## src/rtl/cpu_sequencer.sv

```systemverilog
// Multi-cycle phase sequencer: one-hot phase strobes, memory start/busy handshake,
// and between-instruction interrupt take (interrupt logic built only with CPU_SEQ_INT_EN).
module cpu_sequencer #(
  parameter int NUM_INT      = 4,
  parameter int INT_ID_WIDTH = 8
) (
  input  logic                    clk,
  input  logic                    reset,
  input  logic [3:0]              instr_op,
  input  logic                    busy,
  output logic                    start,
  output logic                    fetch,
  output logic                    get_regs,
  output logic                    read_mem,
  output logic                    write_back,
  input  logic [NUM_INT-1:0]      int_req,
  output logic                    int_take,
  output logic [INT_ID_WIDTH-1:0] int_id,
  output logic                    in_isr
);

  localparam logic [3:0] OP_RETI  = 4'b0001;
  localparam logic [3:0] OP_COPY  = 4'b1100;
  localparam logic [3:0] OP_WRITE = 4'b1101;
  localparam logic [3:0] OP_READ  = 4'b1110;

  typedef enum logic [2:0] {
    S_IDLE, S_FETCH, S_DECODE, S_MEM, S_WB, S_INT
  } state_t;

  state_t     state, state_next;
  logic [1:0] cnt;
  logic       mem_phase;
  logic       phase_done;
  logic       take_int;

  always_comb begin
    mem_phase = 1'b0;
    case (state)
      S_FETCH: mem_phase = 1'b1;
      S_MEM:   mem_phase = (instr_op == OP_READ) || (instr_op == OP_WRITE) || (instr_op == OP_COPY);
      S_WB:    mem_phase = (instr_op == OP_WRITE) || (instr_op == OP_COPY);
      default: mem_phase = 1'b0;
    endcase
  end

  // cnt: 0 = start cycle, 1 = mandatory wait cycle, 2 = watching busy for completion
  assign phase_done = !mem_phase || ((cnt == 2'd2) && !busy);

  always_ff @(posedge clk or posedge reset) begin
    if (reset)
      state <= S_IDLE;
    else
      state <= state_next;
  end

  always_ff @(posedge clk or posedge reset) begin
    if (reset)
      cnt <= 2'd0;
    else if (state_next != state)
      cnt <= 2'd0;
    else if (cnt != 2'd2)
      cnt <= cnt + 2'd1;
  end

  always_comb begin
    state_next = state;
    case (state)
      S_IDLE:   state_next = S_FETCH;
      S_FETCH:  if (phase_done) state_next = S_DECODE;
      S_DECODE: state_next = S_MEM;
      S_MEM:    if (phase_done) state_next = S_WB;
      S_WB:     if (phase_done) state_next = take_int ? S_INT : S_FETCH;
      S_INT:    state_next = S_FETCH;
      default:  state_next = S_IDLE;
    endcase
  end

  always_comb begin
    start      = mem_phase && (cnt == 2'd0);
    fetch      = (state == S_FETCH);
    get_regs   = (state == S_DECODE);
    read_mem   = (state == S_MEM);
    write_back = (state == S_WB);
  end

`ifdef CPU_SEQ_INT_EN
  logic [NUM_INT-1:0]      pending;
  logic [NUM_INT-1:0]      req_d;
  logic [NUM_INT-1:0]      pend_clr;
  logic [INT_ID_WIDTH-1:0] low_id;
  logic [INT_ID_WIDTH-1:0] id_reg;
  logic                    isr_reg;
  logic                    isr_after;

  always_comb begin
    low_id = '0;
    for (int i = NUM_INT - 1; i >= 0; i--)
      if (pending[i]) low_id = INT_ID_WIDTH'(i);
  end

  // RETI in this WB is applied before deciding whether to take
  assign isr_after = isr_reg && !((state == S_WB) && (instr_op == OP_RETI));
  assign take_int  = (pending != '0) && !isr_after;
  assign pend_clr  = (state == S_INT) ? (NUM_INT'(1) << id_reg) : '0;

  always_ff @(posedge clk or posedge reset) begin
    if (reset) begin
      pending <= '0;
      req_d   <= '0;
      isr_reg <= 1'b0;
      id_reg  <= '0;
    end else begin
      req_d   <= int_req;
      pending <= (pending & ~pend_clr) | (int_req & ~req_d);
      if ((state == S_WB) && phase_done) begin
        isr_reg <= take_int ? 1'b1 : isr_after;
        if (take_int) id_reg <= low_id;
      end
    end
  end

  assign int_take = (state == S_INT);
  assign int_id   = id_reg;
  assign in_isr   = isr_reg;
`else
  logic unused_int_req;
  assign unused_int_req = ^int_req;
  assign take_int = 1'b0;
  assign int_take = 1'b0;
  assign int_id   = '0;
  assign in_isr   = 1'b0;
`endif

endmodule

```

## config.mk

```make
export PLATFORM = sky130hd
export DESIGN_NAME = cpu_sequencer
export DESIGN_NICKNAME = d
export VERILOG_FILES = /design/src/rtl/cpu_sequencer.sv
export SDC_FILE = /design/constraint.sdc
export NUM_CORES = 1
export LEC_CHECK = 0
export BUFFER_PORTS_ARGS = -buffer_cell sky130_fd_sc_hd__buf_2
export CORE_AREA = 2 2 39 41
export DETAILED_ROUTE_END_ITERATION = 8
export DIE_AREA = 0 0 41 43
export PLACE_DENSITY = 0.75
export SYNTH_ARGS = -nofsm -noshare
export SYNTH_HDL_FRONTEND = slang
export SYNTH_SLANG_ARGS = --single-unit
```

## constraint.sdc

```tcl
create_clock -name clk -period 1.25 [get_ports clk]
set_input_delay 0 -clock clk [delete_from_list [all_inputs] [get_ports clk]]
set_output_delay 0 -clock clk [all_outputs]
set_load 0.05 [all_outputs]
```

Yosys cells after proc, flatten, opt, wreduce, memory -nomap -nowiden
Cells that the tools add are included.
{"block": "word_totals", "input_bits": 11, "ff_bits": 5, "output_inout_bits": 15}
{"block": "classes", "n_reduce_logical": 12, "n_addsub": 1, "muxes": 7, "eq_ne": 11}
{"cell": "one-hot mux 3 bit (5 select lines)", "n": 1}
{"cell": "equality test 4 bit, second input constant", "n": 3}
{"cell": "2-to-1 mux 3 bit", "n": 3}
{"cell": "equality test 3 x 2 -> 1 bit, second input constant", "n": 2}
{"cell": "equality test 3 bit, second input constant", "n": 2}
{"cell": "logical OR 1 bit", "n": 4}
{"cell": "2-to-1 mux 2 bit", "n": 2}
{"cell": "equality test 3 x 1 -> 1 bit, second input constant", "n": 1}
{"cell": "zero test 3 bit", "n": 1}
{"cell": "!= test 3 bit", "n": 1}
{"cell": "one-hot mux 1 bit (3 select lines)", "n": 1}
{"cell": "adder 2 x 1 -> 2 bit, second input constant", "n": 1}
{"cell": "equality test 2 bit, second input constant", "n": 1}
{"cell": "logical AND 1 bit", "n": 2}
{"cell": "zero test 1 bit", "n": 2}
{"cell": "zero test 2 bit", "n": 1}
{"cell": "!= test 2 bit, second input constant", "n": 1}
{"cell": "nonzero test 2 bit", "n": 1}
{"cell": "OR reduction 2 bit", "n": 1}

Longest topological paths before layout
Gate-level depths: netlist of run 1.
{"block": "logic_depth", "ltp_word": 10, "mapped_depth": 6}

Least setup slack after synthesis of run 1
Ideal clock, no wire load.
{"block": "synth_timing", "kind": "reg-to-output", "from": "reg state[0]", "to": "out start", "arrival_time_ns": 2.205, "path_stages_with_launch": 5, "t_required_ns": 1.250, "slack_ns": -0.955, "cell_sequence": "dfrtp_1 -> nor3b_2 -> and2b_1 -> a32oi_1 -> nor2b_1"}
{"block": "synth_between", "elab_chain_cells": 3, "elab_cells_between_ends": 5, "cone_classes": "3 x eq/ne; 1 x mux; 1 x reduce/logical"}
{"item": "from (decl)", "line": "31", "source": "state_t state, state_next;"}
{"item": "from (signal assigned)", "line": "54", "source": "state <= state_next;"}
{"item": "equality test 3 bit"}
{"item": "net write_back", "line": "15", "source": "output logic write_back,"}
{"item": "one-hot mux 1 bit (3 select lines)", "line": "39", "source": "case (state)"}
{"item": "logical AND 1 bit", "line": "80", "source": "start = mem_phase && (cnt == 2'd0);"}
{"item": "to (decl)", "line": "11", "source": "output logic start,"}
The timed path passes the listed nets, and every way through them passes these cells.

Worst setup path after layout of run 1
{"block": "layout_timing", "from": "reg state[1]", "to": "out start"}
{"block": "layout_between", "elab_chain_cells": 3, "elab_cells_between_ends": 5, "cone_classes": "3 x eq/ne; 1 x mux; 1 x reduce/logical"}
{"item": "equality test 3 bit (tied with other cells)", "line": "39"}
{"item": "one-hot mux 1 bit (3 select lines) *", "line": "39"}
{"item": "logical AND 1 bit *", "line": "80"}
Every way passes the cells marked *; elsewhere a longest branch is shown, timed or not.

==> impl_table.tex, run 1 <==
\begin{tabular}{lr}
\hline
Metric & Value \\
\hline
\multicolumn{2}{l}{\textbf{Status}} \\
Run status & complete, but fails checks \\
Violations in the final reports & negative setup slack \\
\multicolumn{2}{l}{\textbf{Critical path}} \\
Kind of launch point of the worst setup path & flip-flop \\
Worst path slowest cell & dfrtp\_2 \\
Arrival time of the worst setup path & 1.45 ns \\
Cell chain of the critical path & nor3b\_4 > and2b\_1 > a32oi\_2 > nor2b\_4 > buf\_8 \\
Endpoint required time on the critical path & roughly 1.3 ns \\
Crit path max fanout & 2 \\
Critical path class & flip-flop to primary output \\
Crit path capture type & primary output \\
Largest stage delay, worst path & $\sim$0.41 ns \\
Setup slack of the most critical reg-to-reg path & -0.05 ns \\
\multicolumn{2}{l}{\textbf{Layout}} \\
Layout cell share with drive strength beyond 1 & 0.5949 \\
Synthesis-to-layout area growth & 83.53\% \\
Final cell count without fillers & 95 \\
Number of nets at the end of the flow & 93 \\
Antenna Diode Count & 0 \\
\multicolumn{2}{l}{\textbf{Flow run}} \\
Max Cap Violations & 0 \\
\multicolumn{2}{l}{\textbf{Detailed routing}} \\
Highest metal layer with signal wires & met4 \\
Wire length on met1 & 449 microns \\
Routed length on met2 & 567 microns \\
First-pass detailed-route iteration total & 2 \\
DRC Markers & 0 \\
Wirelength per Cell & 11.22 microns \\
Vias per cell & 4.274 \\
Vias & 406 \\
Routed wire length on met3 & just over 40 microns \\
Detail Route Antenna Nets & 0 \\
First-iteration detailed-routing DRC count & 3 \\
DRT Wirelength & 1.066 mm \\
\multicolumn{2}{l}{\textbf{Placed design}} \\
Placed Cells & 84 \\
HPWL Detailed & 745 microns \\
Final GP Congestion & 0.6946 \\
Count of input and output buffers & 11 \\
\multicolumn{2}{l}{\textbf{Clocking}} \\
TritonCTS clock tree & built \\
Max H-tree Level & 1 \\
Total CTS buffers & 3 \\
Cell chosen for the clock root & clkbuf\_4 \\
Clock sink count & 5 \\
Clock edge transition at the registers on the reported setup and hold paths & approximately 0.040 ns \\
Max Root-Sink Buffers & 2 \\
Latest clock arrival within the worst-skew pair & 0.23 ns \\
\multicolumn{2}{l}{\textbf{STA}} \\
WHS & 0.09750 ns \\
Achievable clock frequency & 689.7 MHz \\
Final max-slew violation count & 0 \\
Final worst path period need & $\sim$1.4 ns \\
Unrepaired setup endpoints after global routing & true \\
Setup Viol. Count Final & 7 \\
Final setup TNS & -0.4744 ns \\
Worst setup slack after layout & -0.1999 ns \\
Share of the clock period used by the worst path after layout & 1.160 \\
Clock skew after layout & 0.001033 ns \\
Hold Violations, Final & 0 \\
\multicolumn{2}{l}{\textbf{GRT}} \\
Remaining Overflow, GRT & 0 \\
Initial antenna violation count & 0 \\
Global-route wire length before repair & 1.600 mm \\
GRT Total Usage & 0.1354 \\
Maximum number of pins on one net before global-route repair & 8 \\
Vias in the first global route & 389 \\
\multicolumn{2}{l}{\textbf{Floorplanning}} \\
X dimension of the die & 41 microns \\
I/O pin cnt & 26 \\
Die height & between 40 and 50 microns \\
Floorplan row count & 14 \\
Placeable Area & 0.001384 sq mm \\
Die Outline Area & 0.001763 sq mm \\
Initial Util & 0.3074 \\
\multicolumn{2}{l}{\textbf{Logic synthesis}} \\
Yosys warnings & 0 \\
Area of the mapped netlist & 425.4 sq um \\
Sequential element share of the synthesized area & 0.2941 \\
Post-synth top area cell & dfrtp\_1 \\
Cell variety after synth & 22 \\
Average size of a mapped cell & 8.508 sq um \\
Synthesis-stage register bit count & 5 \\
Proportion of register bits with asynchronous set or reset after synthesis & 1.000 \\
Top FF cell, synth & dfrtp\_1 \\
Ranking of synthesized cells by area & dfrtp\_1 29\%, buf\_4 18\%, ha\_1 5.9\% \\
Cell count after synthesis & 50 \\
Number of enable-type register cells in the synthesized netlist & 0 \\
Dominant cell by count in the synthesized netlist & buf\_4 \\
Top-area cell type share of the netlist area & 0.2941 \\
Synth top cells by count & 10 x buf\_4, 5 x dfrtp\_1, 4 x nor2b\_1, 3 x a21oi\_1, 3 x inv\_1 \\
\multicolumn{2}{l}{\textbf{Power}} \\
Power per cell area & 2692 mW/mm\^{}2 \\
Leakage power of the design & 0.3745 nW \\
Maximum vdd ir drop & 1.197 mV \\
\multicolumn{2}{l}{\textbf{Worst hold path}} \\
Hold WC Path Type & input port to flip-flop \\
\hline
\end{tabular}
[power by group]
group          internal [mW]  total, mW  switching (mW)
clock network          0.120      0.177          0.0565
logic                  0.793       1.63           0.834
registers              0.237      0.298          0.0608
[cell families after synthesis]
| kind of cell | synth area share |
|---|---|
| AO/OA/AOI/OAI | 0.1323 |
| adder cells (fa/ha/maj) | 0.05881 |
| buffers and inverters | 0.2029 |
| flip-flops | 0.2941 |
| multiplexers | 0.02647 |
| other | 0.008815 |
| AND/OR/NAND/NOR | 0.2764 |
[metal layers]
layer  GRT usage  vias to the layer above
met5           0                        -
met4      0.1000                        0
met3     0.01571                        2
met2      0.2219                       11
met1      0.1475                      186
li1            -                      207
[what timing repair did]
action	CTS	global route
pin swaps	5	7
hold buffers	1	0
setup buffers	4	4
resized for setup	25	13
endpoints found under the hold margin	5	0
endpoints found under the setup margin	7	9
cloned	0	0
[area by class of cell]
cell class / instances / area (sq um)
well taps: 16 / 20.02
fillers: 123 / 603.1
flip-flops and latches: 5 / 126.4
clock buffers: 4 / 26.28
repair buffers: 26 / 224.0
multi-input cells: 41 / 372.9
inverters: 3 / 11.26
[worst paths after layout]
path / from / endpoint / cells after the start
worst max-delay path: state[1]$_DFF_PP0_ / start / 5
worst min-delay path: busy / cnt[1]$_DFFE_PP0P_ / 3
worst max register to register: cnt[1]$_DFFE_PP0P_ / state[2]$_DFF_PP0_ / 4
worst min register to register: cnt[0]$_DFFE_PP0P_ / cnt[0]$_DFFE_PP0P_ / 3
max in group asynchronous: reset / state[1]$_DFF_PP0_ / 3
min in group asynchronous: reset / state[0]$_DFF_PP0_ / 3
[registers in the layout (all words and copies together) (netlist names)]
name,flops
state,3
cnt,2
[stage by stage]
stage                     instance area, sq um  setup WS [ns]  utilization  power [mW]
final                                    780.7        -0.1999       0.5642       2.102
after global routing                     780.7        -0.2594       0.5642       2.221
after CTS                                706.9        -0.2184       0.5109       1.911
after detailed placement                 550.5        -0.1191       0.3978       1.349
after global placement                   550.5       -0.05563       0.3978       1.318
after floorplan                          490.5        -0.3774            -       1.063
[worst max-delay path, delay by kind of cell, from the launching register on]
family                 cells  cell delay, ns
and+or+nand+nor            3            0.52
DFF                        1            0.41
buffers and inverters      1            0.15
AOI/OAI and AO/OA          1            0.13
[layout by cell type, fill, tap and decap left out, types with 2 or more instances in the layout]
cell type,Yosys,routed
a21oi_2,0,2
buf_2,0,6
buf_4,10,11
buf_6,0,5
buf_8,0,3
clkbuf_4,0,3
conb_1,1,10
dfrtp_1,5,4
inv_1,3,2
nand3_1,2,2
nor2_1,2,2
nor2b_4,0,4
nor3b_4,0,3
o21a_1,2,2
Power figures use the tool's default switching activity.
==> inputs of run 2 (changes only) <==
Settings changed: ABC_AREA from default to 1, CORE_AREA 2 2 39 41 to default, CORE_MARGIN from default to 2, CORE_UTILIZATION from default to 25, DIE_AREA 0 0 41 43 to default, PLACE_DENSITY 0.75 to 0.62.
==> run 2 against run 1 <==
The run still ends with negative setup slack left. Sequential share of layout area rose by 0.34 points. Fmax increased by 8.5%. Final cell count increased by 28%. First-iteration DRC count shrank 33%. Register-to-register slack lost 0.03 ns. Worst setup slack gained 0.11 ns. Clock-buffer cell count stayed put. Die area rose by 25%. Design area shrank 2.1%. Wire length shrank 5.9%. Non-clock buffer count rose by 3. Largest power group unchanged.
==> impl_table.tex, run 2 <==
\begin{tabular}{lr}
\hline
Metric & Value \\
\hline
\multicolumn{2}{l}{\textbf{Detailed routing}} \\
First-iteration detailed-routing DRC count & 2 (-1) \\
Vias per cell & 3.730 (-13\%) \\
Vias & 455 (+12\%) \\
Detail Route Antenna Nets & 0 (unchanged) \\
DRC Markers & 0 (unchanged) \\
First-pass detailed-route iteration total & 4 (+2) \\
Wirelength per Cell & 8.221 microns (-27\%) \\
DRT Wirelength & 1.003 mm (-5.9\%) \\
\multicolumn{2}{l}{\textbf{Logic synthesis}} \\
XOR/XNOR share of the synthesized area & 0 (unchanged) \\
Sequential element share of the synthesized area & 0.2725 (-0.02164) \\
Main combinational cell family by area after synthesis & simple AND/OR/NAND/NOR gates \\
Post-synth top area cell & dfrtp\_1 \\
Proportion of register bits with asynchronous set or reset after synthesis & 1.000 (unchanged) \\
Simple-gate share of the synthesized area & 0.3079 (+0.03143) \\
Synthesized-area fraction occupied by adder cells & 0.05450 (-0.004328) \\
Yosys warnings & 0 (unchanged) \\
Dominant cell by count in the synthesized netlist & nand2\_1 \\
Top FF cell, synth & dfrtp\_1 \\
Average size of a mapped cell & 7.064 sq um (-17\%) \\
Area of the mapped netlist & 459.2 sq um (+7.9\%) \\
Cell variety after synth & 21 (-4.5\%) \\
Cell count after synthesis & 65 (+30\%) \\
Area fraction in compound gates after synthesis & 0.07902 (-0.05333) \\
Number of enable-type register cells in the synthesized netlist & 0 (unchanged) \\
Synth top cells by count & 15 x nand2\_1, 11 x inv\_1, 10 x buf\_4, 5 x dfrtp\_1 \\
Top-area cell type share of the netlist area & 0.2725 (-0.02164) \\
Ranking of synthesized cells by area & dfrtp\_1 27\%, buf\_4 16\%, nand2\_1 12\% \\
Proportion of synthesized area in mux cells & 0 (-0.02647) \\
Synthesis-stage register bit count & 5 (unchanged) \\
\multicolumn{2}{l}{\textbf{Floorplanning}} \\
Die Outline Area & 0.002195 sq mm (+25\%) \\
Die height & 46.86 microns (+9.0\%) \\
Floorplan row count & 15 (+1) \\
Initial Util & 0.2659 (-0.04147) \\
Placeable Area & 0.001727 sq mm (+25\%) \\
X dimension of the die & 46.86 microns (+14\%) \\
I/O pin cnt & 26 (unchanged) \\
\multicolumn{2}{l}{\textbf{GRT}} \\
Vias in the first global route & 372 (-4.4\%) \\
Remaining Overflow, GRT & 0 (unchanged) \\
Global-route wire length before repair & 1.462 mm (-8.6\%) \\
Initial antenna violation count & 0 (unchanged) \\
Met2 demand-to-capacity share in global routing & 0.1836 (-0.03831) \\
GR Util met3 & 0.04615 (+0.03045) \\
GRT Total Usage & 0.09733 (-0.03802) \\
Met1 Use GR & 0.09790 (-0.04964) \\
Most utilized layer in the global route result & met2 \\
Maximum number of pins on one net before global-route repair & 7 (-1) \\
\multicolumn{2}{l}{\textbf{Critical path}} \\
Crit path capture type & primary output \\
Worst flop-to-flop path startpoint & cnt[0]\$\_DFFE\_PP0P\_ \\
Arrival time of the worst setup path & 1.34 ns (-0.11 ns) \\
Endpoint required time on the critical path & 1.25 ns (about the same) \\
R2r endpoint & state[0]\$\_DFF\_PP0\_ \\
Depth of the worst register-to-register path & 8 (+4) \\
Critical path class & flip-flop to primary output \\
Kind of launch point of the worst setup path & flip-flop \\
Crit path max fanout & 4 (+2) \\
Setup slack of the most critical reg-to-reg path & -0.08 ns (-0.03 ns) \\
\multicolumn{2}{l}{\textbf{Worst hold path}} \\
Hold WC Path Type & input port to async pin \\
\multicolumn{2}{l}{\textbf{Clocking}} \\
Max H-tree Level & 1 (unchanged) \\
Latest clock arrival within the worst-skew pair & 0.24 ns (about the same) \\
Clock edge transition at the registers on the reported setup and hold paths & 0.04 ns (about the same) \\
Clock sink count & 5 (unchanged) \\
Cell chosen for the clock root & clkbuf\_4 \\
Total CTS buffers & 3 (unchanged) \\
TritonCTS clock tree & built \\
Max Root-Sink Buffers & 2 (unchanged) \\
\multicolumn{2}{l}{\textbf{Placed design}} \\
Final GP Congestion & 0.7142 (+2.8\%) \\
Setup WS pre-CTS & -0.08135 ns (+0.03777 ns) \\
Count of input and output buffers & 11 (unchanged) \\
HPWL Detailed & 753.9 microns (+1.2\%) \\
\multicolumn{2}{l}{\textbf{Status}} \\
Violations in the final reports & negative setup slack \\
Run status & complete, but fails checks \\
\multicolumn{2}{l}{\textbf{STA}} \\
Hold Violations, Final & 0 (unchanged) \\
Clock skew after layout & 0.002253 ns (+0.001220 ns) \\
Worst setup slack after layout & -0.08642 ns (+0.1135 ns) \\
Unrepaired setup endpoints after global routing & true \\
Final max-slew violation count & 0 (unchanged) \\
Final worst path period need & 1.336 ns (-0.1135 ns) \\
Setup Viol. Count Final & 6 (-1) \\
Achievable clock frequency & 748.3 MHz (+8.5\%) \\
Share of the clock period used by the worst path after layout & 1.069 (-0.09076) \\
\multicolumn{2}{l}{\textbf{Layout}} \\
Register cell area after layout & 126.4 sq um (unchanged) \\
Largest registers ranked by flip-flop count & state (3), cnt (2) \\
Top reg by flops & state \\
Footprint of the multi-input gates & 302.8 sq um (-19\%) \\
Number of nets at the end of the flow & 111 (+19\%) \\
Layout cell share with drive strength beyond 1 & 0.5567 (-0.03824) \\
Number of flip-flops in the largest register & 3 (unchanged) \\
Highest-count cells in the layout ignoring fill and taps & 15 x buf\_4, 13 x nand2\_1, 10 x conb\_1 \\
Most common cell after layout, fill and taps aside & buf\_4 \\
Synthesis-to-layout area growth & 66.49\% \\
Final-layout fill cell count & 193 (+57\%) \\
Antenna Diode Count & 0 (unchanged) \\
\multicolumn{2}{l}{\textbf{Power}} \\
Total chip power & 2.059 mW (-2.0\%) \\
Maximum vdd ir drop & 1.636 mV (+37\%) \\
Leakage power of the design & 0.4211 nW (+12\%) \\
Power per cell area & 2693 mW/mm\^{}2 (about the same) \\
\multicolumn{2}{l}{\textbf{Flow run}} \\
Max Cap Violations & 0 (unchanged) \\
\hline
\end{tabular}
run 2: changes by cell type after synthesis, sizes merged, moves of 2 or more:
cell / previous run / this run
a21oi: 3 / 1
and2: 2 / 0
inv: 3 / 14
nand2: 1 / 18
nand2b: 2 / 0
nor2: 2 / 4
nor2b: 4 / 0
nor3b: 3 / 0
o21a: 2 / 0
run 2: how the worst max path moves through the flow:
stage	slack, ns	startpoint	endpoint
CTS	-0.08	state[1]$_DFF_PP0_	start
finish	-0.09	state[1]$_DFF_PP0_	start
global placement	-0.06	cnt[0]$_DFFE_PP0P_	state[0]$_DFF_PP0_
floorplan	-0.05	cnt[0]$_DFFE_PP0P_	state[0]$_DFF_PP0_
detailed placement	-0.08	cnt[0]$_DFFE_PP0P_	state[0]$_DFF_PP0_
global route	-0.20	state[1]$_DFF_PP0_	start
run 2: area by class of cell:
cell class              instances  share of cell area
repair buffers                 29              0.2946
clock buffers                   4             0.03437
flip-flops and latches          5              0.1653
multi-input cells              45              0.3961
well taps                      25             0.04092
inverters                      14             0.06874
run 2: timing repair:
action / in CTS / in global routing
hold buffers: 1 / 0
endpoints found under the setup margin: 8 / 10
pin swaps: 1 / 6
gates resized for setup: 13 / 8
hold endpoints to repair: 5 / 0
setup buffers: 2 / 5
run 2: logic make-up after synthesis:
| group | count (synthesis) |
|---|---|
| adders and majority gates | 2 |
| buffers and inverters | 24 |
| and+or+nand+nor | 28 |
| AOI/OAI and AO/OA | 5 |
| other | 1 |
| DFF | 5 |
run 2: where the power goes:
| group | switching [mW] | total (mW) | leakage (nW) | internal (mW) |
|---|---|---|---|---|
| Sequential | 0.0768 | 0.312 | 0.0608 | 0.235 |
| Clock | 0.0659 | 0.187 | 0.0150 | 0.121 |
| Combinational | 0.880 | 1.56 | 0.345 | 0.681 |
run 2: through the flow:
step | cell area [sq um] | std cells | hold WS (ns) | util | setup TNS (ns)
after floorplan | 528.0 | 74 | -0.2215 | - | -0.05230
after global placement | 614.3 | 110 | -0.1006 | 0.3558 | -0.05760
after detailed placement | 614.3 | 110 | -0.09820 | 0.3558 | -0.1375
after CTS | 706.9 | 117 | 0.1862 | 0.4094 | -0.2644
after global routing | 764.5 | 122 | 0.2097 | 0.4428 | -1.017
final | 764.5 | 122 | 0.1924 | 0.4428 | -0.3148
run 2: critical path: stages (launching register included):
cell and delay (ns):
dfrtp_1 0.41, o21ai_1 0.14, nand2_1 0.07, nor2_2 0.11
nand2_2 0.07, a21boi_4 0.13, buf_6 0.17
run 2: per-layer routing:
layer / part of all wire / wire (microns) / vias up
met5: 0 / 0 / -
met4: 0 / 0 / 0
met3: 0.090 / 90 / 0
met2: 0.53 / 535 / 18
met1: 0.38 / 377 / 199
li1: - / - / 238
==> inputs of run 3 (changes only) <==
Settings changed: PLACE_DENSITY 0.62 to 0.58.
==> run 3 against run 2 <==
The run still ends with negative setup slack left. Via count is 0.88% higher. Sequential cell count stayed put. Non-clock buffer count is 2 lower. Total power is 4.1% lower. Wire length is 3.7% lower. Clock skew hardly changed. Sequential share of layout area is 0.59 points higher. Largest cell class unchanged. Design area is 3.4% lower. Critical path type unchanged. Fmax is 1.7% lower.
==> impl_table.tex, run 3 (synthesized netlist as in run 2, its figures left out) <==
\begin{tabular}{lr}
\hline
Metric & Value \\
\hline
\multicolumn{2}{l}{\textbf{Detailed routing}} \\
Vias per cell & 3.825 (+2.6\%) \\
First-iteration detailed-routing DRC count & 4 (+2) \\
DRT Wirelength & 966 microns (-3.7\%) \\
Wirelength per Cell & 8.050 microns (-2.1\%) \\
Vias & 459 (+0.88\%) \\
Detail Route Antenna Nets & 0 (unchanged) \\
DRC Markers & 0 (unchanged) \\
First-pass detailed-route iteration total & 4 (unchanged) \\
\multicolumn{2}{l}{\textbf{STA}} \\
Clock skew after layout & 0.002014 ns (-0.0002394 ns) \\
Setup Viol. Count Final & 4 (-2) \\
Unrepaired setup endpoints after global routing & true \\
Achievable clock frequency & 735.5 MHz (-1.7\%) \\
Hold Violations, Final & 0 (unchanged) \\
Final worst path period need & 1.360 ns (+0.02328 ns) \\
Final max-slew violation count & 0 (unchanged) \\
Worst setup slack after layout & -0.1097 ns (-0.02328 ns) \\
Share of the clock period used by the worst path after layout & 1.088 (+0.01863) \\
\multicolumn{2}{l}{\textbf{Critical path}} \\
Arrival time of the worst setup path & 1.36 ns (+0.02 ns) \\
Kind of launch point of the worst setup path & flip-flop \\
Endpoint required time on the critical path & 1.25 ns (about the same) \\
R2r endpoint & state[0]\$\_DFF\_PP0\_ \\
Setup slack of the most critical reg-to-reg path & -0.06 ns (+0.02 ns) \\
Depth of the worst register-to-register path & 8 (unchanged) \\
Worst flop-to-flop path startpoint & cnt[0]\$\_DFFE\_PP0P\_ \\
Crit path max fanout & 4 (unchanged) \\
Crit path capture type & primary output \\
Critical path class & flip-flop to primary output \\
\multicolumn{2}{l}{\textbf{Placed design}} \\
Placed Cells & 109 (-0.91\%) \\
Final GP Congestion & 0.7471 (+4.6\%) \\
HPWL Detailed & 731.3 microns (-3.0\%) \\
Post-Place Cell Area & 606.8 sq um (-1.2\%) \\
Count of input and output buffers & 11 (unchanged) \\
Setup WS pre-CTS & -0.06710 ns (+0.01425 ns) \\
\multicolumn{2}{l}{\textbf{Floorplanning}} \\
Initial Util & 0.2659 (unchanged) \\
Floorplan row count & 15 (unchanged) \\
Placeable Area & 0.001727 sq mm (unchanged) \\
X dimension of the die & 46.86 microns (unchanged) \\
Die height & 46.86 microns (unchanged) \\
Die Outline Area & 0.002195 sq mm (unchanged) \\
I/O pin cnt & 26 (unchanged) \\
\multicolumn{2}{l}{\textbf{Layout}} \\
Number of nets at the end of the flow & 109 (-1.8\%) \\
Summed area of non-filler cells in the final layout & 738.2 sq um (-3.4\%) \\
Antenna Diode Count & 0 (unchanged) \\
Synthesis-to-layout area growth & 60.76\% \\
Largest registers ranked by flip-flop count & state (3), cnt (2) \\
Number of flip-flops in the largest register & 3 (unchanged) \\
Highest-count cells in the layout ignoring fill and taps & 14 x nand2\_1, 14 x buf\_4, 10 x inv\_1, 10 x conb\_1, 6 x buf\_2 \\
Footprint of the multi-input gates & 292.8 sq um (-3.3\%) \\
Layout cell share with drive strength beyond 1 & 0.5053 (-0.05144) \\
Register cell area after layout & 126.4 sq um (unchanged) \\
Top reg by flops & state \\
Final-layout fill cell count & 181 (-6.2\%) \\
Final cell count without fillers & 120 (-1.6\%) \\
\multicolumn{2}{l}{\textbf{Clocking}} \\
Total CTS buffers & 3 (unchanged) \\
Max H-tree Level & 1 (unchanged) \\
Clock edge transition at the registers on the reported setup and hold paths & 0.04 ns (about the same) \\
TritonCTS clock tree & built \\
Cell chosen for the clock root & clkbuf\_4 \\
Latest clock arrival within the worst-skew pair & 0.24 ns (about the same) \\
Clock sink count & 5 (unchanged) \\
Max Root-Sink Buffers & 2 (unchanged) \\
\multicolumn{2}{l}{\textbf{Power}} \\
Switching power total & 0.9917 mW (-3.0\%) \\
Sw Share & 0.5024 (+0.005849) \\
Power per cell area & 2674 mW/mm\^{}2 (-0.72\%) \\
Combinational share of power & 0.751 (-0.007) \\
Part of the power in the clock network & 0.094 (+0.003) \\
Internal Pwr Total & 0.9823 mW (-5.2\%) \\
Proportion of power drawn by flip-flops and latches & 0.155 (+0.004) \\
Leakage power of the design & 0.4121 nW (-2.1\%) \\
Maximum vdd ir drop & 1.141 mV (-30\%) \\
\multicolumn{2}{l}{\textbf{GRT}} \\
Maximum number of pins on one net before global-route repair & 8 (+1) \\
Vias in the first global route & 406 (+9.1\%) \\
Global-route wire length before repair & 1.600 mm (+9.4\%) \\
GRT Total Usage & 0.1045 (+0.007146) \\
Initial antenna violation count & 0 (unchanged) \\
Remaining Overflow, GRT & 0 (unchanged) \\
\multicolumn{2}{l}{\textbf{Worst hold path}} \\
Startpoint of the most critical hold path & busy \\
Hold WC Path Type & input port to flip-flop \\
Hold-critical path endpoint & state[0]\$\_DFF\_PP0\_ \\
Cell depth of the worst min-delay path & 6 \\
\multicolumn{2}{l}{\textbf{Flow run}} \\
Max Cap Violations & 0 (unchanged) \\
\multicolumn{2}{l}{\textbf{Status}} \\
Violations in the final reports & negative setup slack \\
Run status & complete, but fails checks \\
\hline
\end{tabular}
## run 3: cell type report
| class | count | area share |
|---|---|---|
| multi-input cells | 45 | 0.3966 |
| repair buffers | 27 | 0.2831 |
| flip-flops and latches | 5 | 0.1712 |
| inverters | 14 | 0.07119 |
| well taps | 25 | 0.04237 |
| clock buffers | 4 | 0.03559 |
## run 3: worst max-delay path, stage by stage (launching register included)
cell and delay, ns:
dfrtp_1 0.38, inv_1 0.10, nor2_1 0.17, nand2_2 0.14, a21boi_4 0.17, buf_6 0.17
## run 3: power by group through the flow
stage	combinational [mW]	clock (mW)	sequential, mW
final	1.48	0.186	0.306
after global routing	1.62	0.208	0.312
after CTS	1.38	0.191	0.313
after detailed placement	1.20	0	0.307
after global placement	1.19	0	0.304
after floorplan	0.906	0	0.308
## run 3: repair_timing
action | in CTS | in global routing
hold endpoints to repair | 5 | 0
hold buffers | 1 | 0
endpoints found under the setup margin | 8 | 10
setup buffers | 1 | 6
gates resized for setup | 14 | 2
pin swaps | 3 | 1
## run 3: through the flow
step,util,power (mW),hold slack [ns],TNS [ns]
2_1_floorplan,-,1.215,-0.2215,-0.05230
3_3_place_gp,0.3514,1.494,-0.1002,-0.07674
3_5_place_dp,0.3514,1.509,-0.09425,-0.1252
4_1_cts,0.4022,1.881,0.1871,-0.2150
5_1_grt,0.4275,2.141,0.2132,-0.7775
6_report,0.4275,1.974,0.1844,-0.2060
## run 3: worst max path at each step
stage | from | to | slack (ns) | depth (start not counted)
final | state[0]$_DFF_PP0_ | start | -0.11 | 5
after floorplan | cnt[0]$_DFFE_PP0P_ | state[0]$_DFF_PP0_ | -0.05 | 8
after global routing | state[1]$_DFF_PP0_ | start | -0.22 | 6
after global placement | cnt[0]$_DFFE_PP0P_ | state[0]$_DFF_PP0_ | -0.06 | 8
after CTS | state[1]$_DFF_PP0_ | start | -0.11 | 6
after detailed placement | cnt[0]$_DFFE_PP0P_ | state[0]$_DFF_PP0_ | -0.07 | 8
## run 3: routing by layer
layer  GRT usage  up-vias  part of all wire
li1            -      233                 -
met1      0.1145      205              0.39
met2      0.1753       21              0.53
met3     0.04615        0             0.078
met4     0.04444        0                 0
met5           0        -                 0
